## config.mk

```make
export PLATFORM = sky130hd
export DESIGN_NAME = lorenz_seq
export DESIGN_NICKNAME = d
export VERILOG_FILES = /design/src/rtl/lorenz_seq.sv
export SDC_FILE = /design/constraint.sdc
export NUM_CORES = 1
export LEC_CHECK = 0
export ABC_CLOCK_PERIOD_IN_PS = 4400
export CORE_AREA = 2 2 265 267
export CTS_CLUSTER_DIAMETER = 80
export DETAILED_ROUTE_END_ITERATION = 12
export DIE_AREA = 0 0 267 269
export DONT_BUFFER_PORTS = 1
export MAX_ROUTING_LAYER = met4
export PLACE_DENSITY_LB_ADDON = 0.05
export SETUP_SLACK_MARGIN = 0.4
export SLEW_MARGIN = 10
export SYNTH_ARGS = -nofsm -noshare
export SYNTH_HDL_FRONTEND = slang
export SYNTH_SLANG_ARGS = --single-unit
```

## constraint.sdc

```tcl
create_clock -name clk -period 4.4 [get_ports clk]
set_input_delay 1.1 -clock clk [delete_from_list [all_inputs] [get_ports clk]]
set_output_delay 1.1 -clock clk [all_outputs]
set_load 0.02 [all_outputs]
```

## src/rtl/lorenz_seq.sv

```systemverilog
// lorenz_seq: run controller for the fixed-point Lorenz solver.
// Latches a run configuration, holds the solver at its initial conditions,
// issues rate-divided step strobes and emits decimated (x,y,z) samples
// over a lossless valid/ready port.
module lorenz_seq #(
    parameter int WIDTH = 27,
    parameter int DIV_W = 16,
    parameter int CNT_W = 32
) (
    input  logic                    clk,
    input  logic                    reset,
    input  logic                    start,
    input  logic                    abort,
    input  logic signed [WIDTH-1:0] cfg_sigma,
    input  logic signed [WIDTH-1:0] cfg_beta,
    input  logic signed [WIDTH-1:0] cfg_rho,
    input  logic signed [WIDTH-1:0] cfg_dt,
    input  logic signed [WIDTH-1:0] cfg_x0,
    input  logic signed [WIDTH-1:0] cfg_y0,
    input  logic signed [WIDTH-1:0] cfg_z0,
    input  logic [DIV_W-1:0]        cfg_step_div,
    input  logic [CNT_W-1:0]        cfg_num_steps,
    input  logic [15:0]             cfg_sample_every,
    input  logic signed [WIDTH-1:0] sol_x,
    input  logic signed [WIDTH-1:0] sol_y,
    input  logic signed [WIDTH-1:0] sol_z,
    output logic                    sol_reset,
    output logic                    sol_step,
    output logic signed [WIDTH-1:0] sol_sigma,
    output logic signed [WIDTH-1:0] sol_beta,
    output logic signed [WIDTH-1:0] sol_rho,
    output logic signed [WIDTH-1:0] sol_dt,
    output logic signed [WIDTH-1:0] sol_x0,
    output logic signed [WIDTH-1:0] sol_y0,
    output logic signed [WIDTH-1:0] sol_z0,
    output logic                    smp_valid,
    input  logic                    smp_ready,
    output logic signed [WIDTH-1:0] smp_x,
    output logic signed [WIDTH-1:0] smp_y,
    output logic signed [WIDTH-1:0] smp_z,
    output logic [CNT_W-1:0]        smp_idx,
    output logic                    busy,
    output logic                    done,
    output logic [CNT_W-1:0]        step_count
);

    typedef enum logic [2:0] {
        S_IDLE  = 3'd0,
        S_INIT  = 3'd1,
        S_RUN   = 3'd2,
        S_DRAIN = 3'd3,
        S_DONE  = 3'd4
    } state_t;

    localparam logic [DIV_W-1:0] DIV_ONE = {{(DIV_W-1){1'b0}}, 1'b1};
    localparam logic [CNT_W-1:0] CNT_ONE = {{(CNT_W-1){1'b0}}, 1'b1};
    localparam logic [15:0]      DEC_ONE = 16'd1;

    // Control state
    state_t            state_q, state_d;
    logic              init_q, init_d;      // second INIT cycle marker
    logic [DIV_W-1:0]  div_q, div_d;        // step-rate divider
    logic [15:0]       dec_q, dec_d;        // steps since last capture
    logic [CNT_W-1:0]  cnt_q, cnt_d;        // steps issued this run
    logic              cap_q, cap_d;        // capture strobe issued, solver result not yet registered
    logic              vld_q, vld_d;        // sample pending on the output port

    // Sample holding registers
    logic [WIDTH-1:0]  sx_q, sx_d;
    logic [WIDTH-1:0]  sy_q, sy_d;
    logic [WIDTH-1:0]  sz_q, sz_d;
    logic [CNT_W-1:0]  idx_q, idx_d;

    // Latched run configuration
    logic [WIDTH-1:0]  p_sigma_q, p_beta_q, p_rho_q, p_dt_q;
    logic [WIDTH-1:0]  p_x0_q, p_y0_q, p_z0_q;
    logic [DIV_W-1:0]  p_div_q;
    logic [CNT_W-1:0]  p_num_q;
    logic [15:0]       p_se_q;              // decimation, already forced to >= 1

    // Decode signals
    logic              start_ok;
    logic              handshake;
    logic              step_ok;
    logic              is_cap;
    logic              is_last;
    logic [CNT_W-1:0]  cnt_inc;
    logic [15:0]       dec_inc;

    // Start is only honoured when not busy; abort in the same cycle wins.
    always_comb begin
        start_ok  = start && !abort && (state_q == S_IDLE || state_q == S_DONE);
        handshake = vld_q && smp_ready;
        // A step needs the divider expired and the sample path empty.
        step_ok   = (state_q == S_RUN) && (div_q == '0) && !vld_q && !cap_q;
        cnt_inc   = cnt_q + CNT_ONE;
        dec_inc   = dec_q + DEC_ONE;
        is_cap    = (dec_inc >= p_se_q);
        is_last   = (p_num_q != '0) && (cnt_inc == p_num_q);
    end

    // Next-state, counters and sample path.
    always_comb begin
        state_d = state_q;
        init_d  = init_q;
        div_d   = div_q;
        dec_d   = dec_q;
        cnt_d   = cnt_q;
        cap_d   = 1'b0;
        vld_d   = vld_q && !handshake;
        sx_d    = sx_q;
        sy_d    = sy_q;
        sz_d    = sz_q;
        idx_d   = idx_q;

        // Solver state is valid the cycle after a capture strobe.
        if (cap_q) begin
            sx_d  = sol_x;
            sy_d  = sol_y;
            sz_d  = sol_z;
            idx_d = cnt_q;
            vld_d = 1'b1;
        end

        case (state_q)
            S_IDLE, S_DONE: begin
                if (start_ok) begin
                    state_d = S_INIT;
                    init_d  = 1'b0;
                    cnt_d   = '0;
                    div_d   = '0;
                    dec_d   = '0;
                end
            end
            S_INIT: begin
                // Preload divider so the first step lands step_div cycles into RUN.
                div_d = p_div_q;
                if (init_q) begin
                    state_d = S_RUN;
                end else begin
                    init_d = 1'b1;
                end
            end
            S_RUN: begin
                if (step_ok) begin
                    cnt_d = cnt_inc;
                    div_d = p_div_q;
                    if (is_cap) begin
                        dec_d = '0;
                        cap_d = 1'b1;
                    end else begin
                        dec_d = dec_inc;
                    end
                    if (is_last) begin
                        state_d = is_cap ? S_DRAIN : S_DONE;
                    end
                end else if (div_q != '0) begin
                    div_d = div_q - DIV_ONE;
                end
            end
            S_DRAIN: begin
                if (handshake) begin
                    state_d = S_DONE;
                end
            end
            default: state_d = S_IDLE;
        endcase

        // Abort discards any pending or in-flight sample.
        if (abort && state_q != S_IDLE) begin
            state_d = S_IDLE;
            cap_d   = 1'b0;
            vld_d   = 1'b0;
        end
    end

    // Control and sample registers.
    always_ff @(posedge clk) begin
        if (reset) begin
            state_q <= S_IDLE;
            init_q  <= 1'b0;
            div_q   <= '0;
            dec_q   <= '0;
            cnt_q   <= '0;
            cap_q   <= 1'b0;
            vld_q   <= 1'b0;
            sx_q    <= '0;
            sy_q    <= '0;
            sz_q    <= '0;
            idx_q   <= '0;
        end else begin
            state_q <= state_d;
            init_q  <= init_d;
            div_q   <= div_d;
            dec_q   <= dec_d;
            cnt_q   <= cnt_d;
            cap_q   <= cap_d;
            vld_q   <= vld_d;
            sx_q    <= sx_d;
            sy_q    <= sy_d;
            sz_q    <= sz_d;
            idx_q   <= idx_d;
        end
    end

    // Run configuration, captured only on an accepted start.
    always_ff @(posedge clk) begin
        if (reset) begin
            p_sigma_q <= '0;
            p_beta_q  <= '0;
            p_rho_q   <= '0;
            p_dt_q    <= '0;
            p_x0_q    <= '0;
            p_y0_q    <= '0;
            p_z0_q    <= '0;
            p_div_q   <= '0;
            p_num_q   <= '0;
            p_se_q    <= '0;
        end else if (start_ok) begin
            p_sigma_q <= cfg_sigma;
            p_beta_q  <= cfg_beta;
            p_rho_q   <= cfg_rho;
            p_dt_q    <= cfg_dt;
            p_x0_q    <= cfg_x0;
            p_y0_q    <= cfg_y0;
            p_z0_q    <= cfg_z0;
            p_div_q   <= cfg_step_div;
            p_num_q   <= cfg_num_steps;
            p_se_q    <= (cfg_sample_every == '0) ? DEC_ONE : cfg_sample_every;
        end
    end

    // Output mapping.
    always_comb begin
        sol_reset  = (state_q == S_IDLE) || (state_q == S_INIT);
        sol_step   = step_ok;
        sol_sigma  = p_sigma_q;
        sol_beta   = p_beta_q;
        sol_rho    = p_rho_q;
        sol_dt     = p_dt_q;
        sol_x0     = p_x0_q;
        sol_y0     = p_y0_q;
        sol_z0     = p_z0_q;
        smp_valid  = vld_q;
        smp_x      = sx_q;
        smp_y      = sy_q;
        smp_z      = sz_q;
        smp_idx    = idx_q;
        busy       = (state_q == S_INIT) || (state_q == S_RUN) || (state_q == S_DRAIN);
        done       = (state_q == S_DONE);
        step_count = cnt_q;
    end

endmodule

```

; Word-level counts from Yosys, hierarchy flattened
; Cells that the tools add are included.
[totals]
in_bits = 339
reg_bits = 436
output_inout_bits = 339
wordCells = 93
[classes]
n_reduce_logical = 33
n_bitwise = 2
n_eq_ne = 11
addsub = 3
order_cmp = 1
muxes = 22
[op_table]
columns = operator, n
row1 = two-way mux 16 bit, 6
row2 = two-way mux 32 bit, 2
row3 = one-hot mux 32 bit (2 select lines), 1
row4 = one-hot mux 16 bit (3 select lines), 1
row5 = adder 32 x 1 -> 32 bit (second input constant), 1
row6 = == test 32 bit, 1
row7 = logical NOT 16 bit, 2
row8 = one-hot mux 16 bit (2 select lines), 1
row9 = nonzero test 32 bit, 1
row10 = two-way mux 3 bit, 6
row11 = adder 16 x 1 -> 16 bit (second input constant), 1
row12 = >= comparator 16 bit, 1
row13 = nonzero test 16 bit, 1
row14 = subtractor 16 x 1 -> 16 bit (second input constant), 1
row15 = one-hot mux 3 bit (4 select lines), 1
row16 = != test 2 bit (second input constant), 5
row17 = logical AND 1 bit, 9
row18 = == test 3 x 2 -> 1 bit (second input constant), 2
row19 = AND reduction 3 bit, 2
row20 = nonzero test 3 bit, 2
row21 = AND reduction 5 bit, 1
row22 = logical NOT 1 bit, 4
row23 = logical OR 1 bit, 4
row24 = nonzero test 2 bit, 2
row25 = 10 further kinds, 14

; Logic depth before layout (Yosys ltp)
; Gate-level depths: netlist of run 1.
[logic_depth]
ltp_word = 6
depth_mapped = 16
ltp_nobuf = 15

; Least setup slack after synthesis of run 1
; No wires, ideal clock.
[synth_timing]
path_type = register to register
from = register dec_q[0]
to = register dec_q[7]
stages_incl_launch_ff = 17
arrival_ns = 3.128
period_less_slack_ns = 3.215
setup_ns = 0.087
path_buffers = 1
path_slack_ns = 1.185
required_time_ns = 4.313
cell_sequence = dfxtp_1 > ha_1 > and3_1 > and3_1 > and3_1 > nand3_1 > nor2_1 > xor2_1 > ha_1 > a21o_1 > a21o_1 > a21oi_1 > o21ai_0 > a211oi_4 > buf_2 > a22oi_1 > o31ai_1
[synth_between]
elab_chain_cells = 5
[synth_lines]
columns = item, line
row1 = start: declaration, 63  ; logic [15:0] dec_q, dec_d;
row2 = start signal: assignment, 183  ; dec_q <= '0;
row3 = start signal: assignment, 195  ; dec_q <= dec_d;
row4 = adder 16 x 1 -> 16 bit *, 97  ; dec_inc = dec_q + DEC_ONE;
row5 = >= comparator 16 bit, 98  ; is_cap = (dec_inc >= p_se_q);
row6 = two-way mux 16 bit *, 148  ; if (is_cap) begin
row7 = two-way mux 16 bit *, 145  ; if (step_ok) begin
row8 = one-hot mux 16 bit (2 select lines) *, 125  ; case (state_q)
; Every way passes the cells marked *; elsewhere a longest branch is shown, timed or not. The select of a mux whose other input is x is not followed.
; A chain may end at the register's enable or synchronous reset.

; Worst setup path after layout of run 1
[layout_timing]
from = register state_q[1]
to = output port sol_step
[layout_between]
elab_chain_cells = 4
[layout_lines]
columns = item, line
row1 = start: declaration, 60  ; state_t state_q, state_d;
row2 = start signal: assignment, 192  ; state_q <= state_d;
row3 = == test 3 x 2 -> 1 bit, 95  ; step_ok = (state_q == S_RUN) && (div_q == '0) && !vld_q && !cap_q;
row4 = logical AND 1 bit (3 in a row), 95
row5 = end: declaration, 28  ; output logic sol_step,
; Every way passes these cells.

==> impl_results.md, run 1 <==
- Vias in the first global route: 14.4k
- Post-DP HPWL: 48000 um
- RD Place Congestion: 0.828
- Total GRT Usage: 18.3%
- Syn_area_per_cell: 8.26 um2
- PD cells: 469 mW/mm2
- Critical path class: register to output port
- Post-synth EDFFs: 0
- H-tree levels: 2
- Period minus WS final: 3770 ps
- Reg clk slew, reported paths: 60 ps
- Max VDD drop: 0.308 mV
- Unrepaired setup endpoints after global routing: no
- Synth Net Count: 2524
- Pin count of the biggest net entering global routing: 428
- Leakage: 7.01 nW
- Status: complete, no violations
- First-pass detailed-route iteration total: 5
- Seq cells post-synth: 436
- Die extent in x: 267 um
- Register area share after synthesis: 48.8%
- DR WL/cell: 21.8 um
- CTS tree: yes
- Max-cap violation count: 0
- Initial core utilization: 25.8%
- Synth Flop Type: dfxtp_1
- Post-route setup TNS: 0 ps
- Clk pwr share: 45.3%
- Fmax: 265 MHz
- CP endpoint kind: output port
- Combinational power share: 8.7%
- Via/cell ratio: 4.78
- Worst Path Arrival: 2670 ps
- Switching Share: 27.4%
- Synth top area cells: dfxtp_1 (49%), nand2_1 (12%), a21oi_1 (8.6%), mux2i_1 (6.5%), nor2_1 (3.8%)
- Max-slew violations: 0
- IO Count: 678
- Clock root buffer: clkbuf_16
- Instance area at placement: 0.0187 mm2
- Core ar.: 0.0693 mm2
- Final Cycle Share: 85.7%
- Internal power: 0.00696 W
- Routed WL: 67100 um
- Async S/R FF share, synth: 0%
- CTS Buffer Depth: 3
- Global route total overflow: 0
- Worst skew pair latency: 600 ps
- Final hold violations: 0
- Warnings from Yosys: 0
- Clock sink total: 436
- DRT iter0 DRCs: 752
- IO Port Bufs: 0
- Worst clock skew: 11.5 ps
- Critical path fanouts, max: 11
- Synthesized area: 0.0179 mm2
- Least-Margin Pin Slew: 1060 ps
- Final Cell Area: 0.0204 mm2
- Hold crit path type: register to register
- # nets final: 2450
- Synth cell types: 73
- Final setup violation count: 0
- Core Rows: 97
- Antenna violations before repair: 1
- Worst Path Required: 3300 ps
- Top-area cell type share of the netlist area: 48.8%
- Die ar.: 0.0718 mm2
- CP Launch Type: register
- Seq pwr share: 45.9%
- Area grow syn2layout: 14.2%
- Chip Height: 269 um
- Pre-CTS setup slack: 629 ps
- Final WS setup: 630 ps
- DRC viols: 0
- First-pass GRT wire length: 96000 um
- Total vias in the final route: 14.7k
- Layout cells sized above 1: 6.39%
- Worst hold margin: 451 ps
- Num CTS Buffers: 54
- Post-Syn Instances: 2166
- Slew HR: 29.2%
- Switching pwr: 0.00263 W
- Cell accounting for the most synthesized area: dfxtp_1
- ANT nets after route: 0
==> power by group through the flow <==
stage / clock [W] / combinational [W] / sequential [W]
after global routing: 0.00468 / 0.000944 / 0.00442
after CTS: 0.00453 / 0.000847 / 0.00441
after floorplan: 0 / 0.000683 / 0.00442
after detailed placement: 0 / 0.000844 / 0.00449
final: 0.00435 / 0.000836 / 0.00441
after global placement: 0 / 0.000835 / 0.00450
==> cell families after synthesis <==
logic type	count (synthesis)	share of synthesized area, %
AND/OR/NAND/NOR	902	22.0
AO/OA/AOI/OAI	437	13.7
flip-flops	436	48.8
buffers and inverters	182	4.06
multiplexers	117	6.55
XOR/XNOR	73	3.57
adder cells (fa/ha/maj)	19	1.33
==> path summary, 6_finish.rpt <==
check	start	end	slack (ps)	cells after the start
hold reg to reg	p_se_q[14]	p_se_q[14]	450	2
hold / removal	p_se_q[14]	p_se_q[14]	450	2
setup reg to reg	dec_q[0]	dec_q[9]	830	17
setup / recovery	state_q[1]	sol_step	630	5
==> cell usage in the layout, fill, tap and decap left out, drive strengths merged, types with 26 or more instances in the layout <==
cell and instances:
a21oi 308, clkbuf 80, dfxtp 436, inv 34
mux2i 116, nand2 550, nor2 183, nor4 26
o21ai 56, xnor2 42, xor2 31
==> repair_timing <==
| item | in CTS | in global routing |
|---|---|---|
| hold buffers | 0 | 0 |
| setup buffers | 0 | 2 |
| resized for setup | 0 | 3 |
| hold endpoints to repair | 0 | 0 |
| endpoints found under the setup margin | 0 | 11 |
==> registers in the layout, summed over array words and instances, names as in the netlist, 27 cells and up <==
name        cells
sol_z0         27
p_num_q        32
sol_y0         27
smp_z          27
sol_rho        27
sol_sigma      27
smp_y          27
sol_x0         27
smp_idx        32
smp_x          27
sol_dt         27
sol_beta       27
step_count     32
==> worst max-delay path, cell delays in order (launching register included) <==
cell      delay, ps
dfxtp_1         310
buf_4           170
or3b_2          640
nor4_1          470
nand3_4         210
clkinv_2        270
==> synth_stat cells, types with 11 or more instances <==
cell type and instances:
nand2_1 550, dfxtp_1 436, a21oi_1 308, nor2_1 183, mux2i_1 116, clkbuf_1 114
o21ai_0 56, xnor2_1 42, xor2_1 31, inv_1 29, nand3_1 22, nor4_1 22
a22oi_1 21, ha_1 19, nor3_1 18, buf_1 16, buf_2 16, or3_1 14
nand4_1 12, and3_1 11
==> stage by stage <==
stage,power (W),instances,utilization (%)
final,0.00959,3070,29.5
after global routing,0.0100,3070,29.5
after CTS,0.00979,3067,29.4
after detailed placement,0.00534,2974,26.9
after global placement,0.00533,2974,26.9
after floorplan,0.00510,2166,-
==> metal layers <==
metal / part of all wire (%) / global-route usage [%] / vias up
li1: - / - / 7136
met1: 39 / 19.8 / 6992
met2: 50 / 31.7 / 461
met3: 8.8 / 6.50 / 87
met5: 0 / - / -
met4: 2.1 / 4.66 / 0
==> area by class of cell <==
class	instances	area [um2]
well taps	940	1180
multi-input cells	1548	8460
flip-flops and latches	436	8730
repair buffers	21	211
clock inverters	13	126
diodes	1	2.50
clock buffers	80	1600
fillers	7496	48900
inverters	31	118
Power figures use the tool's default switching activity.
==> run 2, diff against run 1 <==
--- a/config.mk
+++ b/config.mk
@@ -6,13 +6,16 @@
 export NUM_CORES = 1
 export LEC_CHECK = 0
 export ABC_CLOCK_PERIOD_IN_PS = 4400
-export CORE_AREA = 2 2 265 267
+export CELL_PAD_IN_SITES_DETAIL_PLACEMENT = 0
+export CELL_PAD_IN_SITES_GLOBAL_PLACEMENT = 2
+export CORE_AREA = 2 2 266 268
 export CTS_CLUSTER_DIAMETER = 80
 export DETAILED_ROUTE_END_ITERATION = 12
-export DIE_AREA = 0 0 267 269
+export DIE_AREA = 0 0 268 270
 export DONT_BUFFER_PORTS = 1
 export MAX_ROUTING_LAYER = met4
 export PLACE_DENSITY_LB_ADDON = 0.05
+export RECOVER_POWER = 50
 export SETUP_SLACK_MARGIN = 0.4
 export SLEW_MARGIN = 10
 export SYNTH_ARGS = -nofsm -noshare
==> impl_results.md, run 2 (synthesized netlist as in run 1, its figures left out) <==
- Final Core Density: 29.5%
- Worst hold margin: 455 ps
- Final WS setup: 734 ps
- Num CTS Buffers: 55
- Pwr Total: 0.00982 W
- First-pass detailed-route iteration total: 5
- CTS Buffer Depth: 3
- Vias in the first global route: 14.6k
- Least-Margin Pin Slew: 2880 ps
- Die extent in x: 268 um
- Fill cells: 7496
- Clock root buffer: clkbuf_16
- Routed WL: 67700 um
- Most frequent cells in the layout: nand2_1 (550), dfxtp_1 (435), a21oi_1 (308)
- Final hold violations: 0
- Chip Height: 270 um
- Pin count of the biggest net entering global routing: 428
- Final setup violation count: 0
- RD Place Congestion: 0.815
- DR WL/cell: 22.0 um
- Clock sink total: 436
- Worst Path Arrival: 2570 ps
- Total GRT Usage: 18.4%
- Leakage: 7.02 nW
- Global route total overflow: 0
- Cts-stage hold buffer count: 0
- H-tree levels: 2
- CTS tree: yes
- Most common cell after layout, fill and taps aside: nand2_1
- PD cells: 479 mW/mm2
- Pre-CTS setup slack: 811 ps
- Initial core utilization: 25.7%
- DRT iter0 DRCs: 799
- Total vias in the final route: 14.7k
- Reg clk slew, reported paths: 60 ps
- Hold crit path type: register to register
- Slew HR: -91.9%
- Post-DP HPWL: 46800 um
- Max-slew violations: 83
- Area grow syn2layout: 14.5%
- Via/cell ratio: 4.78
- CP Launch Type: register
- # nets final: 2448
- Failing checks: capacitance limit, slew limit
- Worst clock skew: 15.2 ps
- Unrepaired setup endpoints after global routing: no
- Critical path class: register to output port
- Post-route setup TNS: 0 ps
- IO Count: 678
- Worst Path Required: 3300 ps
- Critical path fanouts, max: 11
- Worst skew pair latency: 600 ps
- DRC viols: 0
- Die ar.: 0.0724 mm2
- Max-cap violation count: 2
- Antenna violations before repair: 10
- CP endpoint kind: output port
- CTS resizes: 0
- Core ar.: 0.0695 mm2
- ANT nets after route: 0
- Period minus WS final: 3670 ps
- Max VDD drop: 0.257 mV
- IO Port Bufs: 0
- Register area: 0.00873 mm2
- Fmax: 273 MHz
- First-pass GRT wire length: 98300 um
- Post-CTS setup buffers: 0
- Multi-input logic area: 0.00845 mm2
- Status: finished, violations left
- Layout cells sized above 1: 6.29%
- Core Rows: 97
- Final Cycle Share: 83.3%
==> run 2: cell count changes in the layout (fill, tap and decap cells not counted), sizes merged <==
| cell | before | now |
|---|---|---|
| diode | 1 | 10 |
| clkinvlp | 1 | 2 |
| inv | 34 | 32 |
| bufinv | 1 | 4 |
| buf | 21 | 15 |
| clkinv | 8 | 9 |
| clkbuf | 80 | 84 |
==> run 2: final timing paths <==
path	from	endpoint	slack, ps	depth (start not counted)
max	state_q[1]	sol_step	730	4
min	p_div_q[15]	p_div_q[15]	450	2
max reg2reg	dec_q[0]	dec_q[7]	810	15
min reg2reg	p_div_q[15]	p_div_q[15]	450	2
==> run 2: where the power goes <==
part	internal, W	leakage (nW)	switching (W)
Combinational	0.000277	2.58	0.000553
Sequential	0.00411	3.54	0.000294
Clock	0.00278	0.902	0.00180
==> run 2: per-layer routing <==
layer / vias up / share of wire, % / track usage, %
met5: - / 0 / -
met4: 0 / 1.9 / 4.07
met3: 89 / 10 / 7.43
met2: 486 / 49 / 30.7
met1: 6998 / 39 / 20.5
li1: 7143 / - / -
==> run 2: worst max-delay path, stage by stage (launching register included) <==
cell and delay [ps]:
dfxtp_1 510, or3b_2 670, nor4_1 400, nand3_4 120, clkinv_2 260
==> run 2: through the flow <==
| stage | cell area (um2) | instances |
|---|---|---|
| 5_1_grt | 20500 | 3080 |
| 4_1_cts | 20500 | 3070 |
| 6_report | 20500 | 3080 |
| 3_5_place_dp | 18700 | 2973 |
| 2_1_floorplan | 17900 | 2166 |
| 3_3_place_gp | 18700 | 2973 |
==> run 2: cell type report <==
| class | count | share of cell area [%] |
|---|---|---|
| flip-flops and latches | 436 | 42.6 |
| multi-input cells | 1548 | 41.2 |
| clock inverters | 16 | 0.958 |
| clock buffers | 81 | 7.97 |
| inverters | 31 | 0.574 |
| repair buffers | 18 | 0.794 |
| diodes | 10 | 0.122 |
| well taps | 940 | 5.74 |
==> run 3, diff against run 2 <==
--- a/config.mk
+++ b/config.mk
@@ -5,7 +5,7 @@
 export SDC_FILE = /design/constraint.sdc
 export NUM_CORES = 1
 export LEC_CHECK = 0
-export ABC_CLOCK_PERIOD_IN_PS = 4400
+export ABC_CLOCK_PERIOD_IN_PS = 3400
 export CELL_PAD_IN_SITES_DETAIL_PLACEMENT = 0
 export CELL_PAD_IN_SITES_GLOBAL_PLACEMENT = 2
 export CORE_AREA = 2 2 266 268
==> constraint.sdc (replaced) <==
create_clock -name clk -period 3.4 [get_ports clk]
set_input_delay 0.85 -clock clk [delete_from_list [all_inputs] [get_ports clk]]
set_output_delay 0.85 -clock clk [all_outputs]
set_load 0.02 [all_outputs]
==> impl_results.md, run 3 (synthesized netlist as in run 1, its figures left out) <==
- First-pass GRT wire length: 95500 um
- Worst clock skew: 19.9 ps
- Clock root buffer: clkbuf_16
- Max VDD drop: 0.389 mV
- DP Cell Count: 3013
- Core ar.: 0.0695 mm2
- Register area: 0.00874 mm2
- Total GRT Usage: 17.7%
- Num CTS Buffers: 54
- Die ar.: 0.0724 mm2
- WP buf/inv: 1
- CTS tree: yes
- PD cells: 615 mW/mm2
- Global route total overflow: 0
- Worst skew pair latency: 620 ps
- Critical path class: register to register
- First-pass detailed-route iteration total: 4
- CTS Buffer Depth: 3
- DRC viols: 0
- Max-slew violations: 229
- Routed WL: 65600 um
- IO Count: 678
- Status: finished, violations left
- Most frequent cells in the layout: nand2_1 (549), dfxtp_1 (430), a21oi_1 (306)
- Die extent in x: 268 um
- Final WS setup: 356 ps
- Fmax: 329 MHz
- Fill cells: 7409
- Total vias in the final route: 14.8k
- Least-Margin Pin Slew: 2170 ps
- Reg clk slew, reported paths: 60 ps
- CP Launch Type: register
- Multi-input logic area: 0.00865 mm2
- Pre-CTS setup slack: 9.88 ps
- Critical path fanouts, max: 6
- ANT nets after route: 0
- CP endpoint kind: register
- Critical path's top delay family: simple AND/OR/NAND/NOR gates
- Failing checks: capacitance limit, slew limit
- Period minus WS final: 3040 ps
- Hold crit path type: input port to register
- Unrepaired setup endpoints after global routing: yes
- DRT iter0 DRCs: 756
- Layout cells sized above 1: 10.5%
- Final Cell Area: 0.0212 mm2
- Slew HR: -44.8%
- Crit-path cells: ha_4 > and3_4 > and3_4 > and3_4 > nand3_4 > nor2_4 > xnor2_2 > ha_1 > nand4_1 > a211oi_4 > a211oi_4 > buf_6 > a32oi_1 > o31ai_1
- Clock sink total: 436
- Final Cycle Share: 89.5%
- IO Port Bufs: 0
- Worst Path Arrival: 3540 ps
- Worst Path Required: 3900 ps
- RD Place Congestion: 0.785
- Vias in the first global route: 14.6k
- Biggest cell delay along the critical path: 370 ps
- Most common cell after layout, fill and taps aside: nand2_1
- Initial core utilization: 25.7%
- Antenna violations before repair: 3
- Via/cell ratio: 4.74
- # nets final: 2503
- Final setup violation count: 0
- Crit path max-delay cell type: dfxtp_4
- Post-route insts no fill: 3128
- Area grow syn2layout: 18.7%
- Post-route setup TNS: 0 ps
- Max-cap violation count: 3
- Post-DP HPWL: 45100 um
- Core Rows: 97
- Pin count of the biggest net entering global routing: 428
- H-tree levels: 2
- Final hold violations: 0
- Chip Height: 270 um
- Worst path most repeated cell: and3_4
- Leakage: 7.43 nW
- Instance area at placement: 0.0190 mm2
- DR WL/cell: 21.0 um
run 3: repair_timing:
item                                    in CTS  in global routing
gates cloned                                 1                  0
gates resized for setup                     28                 24
hold buffers                                 0                  0
hold endpoints to repair                     0                  0
endpoints found under the setup margin      22                 30
pin swaps                                   18                 19
buffers inserted                            12                  3
run 3: worst paths after layout:
check	startpoint	depth (start not counted)	endpoint	slack [ps]
worst min register to register	p_se_q[12]	2	p_se_q[12]	450
worst max register to register	dec_q[0]	14	dec_q[10]	360
worst max-delay path	dec_q[0]	14	dec_q[10]	360
worst min-delay path	reset	1	sol_dt[12]	310
run 3: stage by stage:
stage | util (%) | hold WS (ps) | total power [W]
after floorplan | - | 436 | 0.00660
after global placement | 27.3 | 446 | 0.00692
after detailed placement | 27.3 | 449 | 0.00693
after CTS | 30.4 | 283 | 0.0133
after global routing | 30.5 | 277 | 0.0137
final | 30.5 | 307 | 0.0131
run 3: worst reg2reg max path, stage by stage, from the launching register on:
cell and delay, ps:
dfxtp_4 370, ha_4 130, and3_4 180, and3_4 190, and3_4 210, nand3_4 140, nor2_4 170, xnor2_2 90
ha_1 300, nand4_1 190, a211oi_4 340, a211oi_4 150, buf_6 190, a32oi_1 180, o31ai_1 90
run 3: area by class of cell:
cell class                      instances  area share [%]
Inverter                               31           0.607
Timing Repair Buffer                   74            2.79
Clock inverter                         19            1.48
Tap cell                              940            5.54
Antenna cell                            3          0.0354
Multi-Input combinational cell       1548            40.7
Clock buffer                           77            7.62
Sequential cell                       436            41.2
run 3: report_power, final:
group	switching, W	internal [W]	total, W	leakage [nW]
clock	0.00237	0.00384	0.00621	0.961
sequential	0.000367	0.00532	0.00569	3.54
combinational	0.000745	0.000422	0.00117	2.92
run 3: layer usage:
metal / global-route usage (%) / wire, um / vias to the layer above
met5: - / 0 / -
met4: 5.03 / 1680 / 0
met3: 6.52 / 5640 / 92
met2: 29.6 / 32400 / 427
met1: 19.7 / 25900 / 7054
li1: - / - / 7239
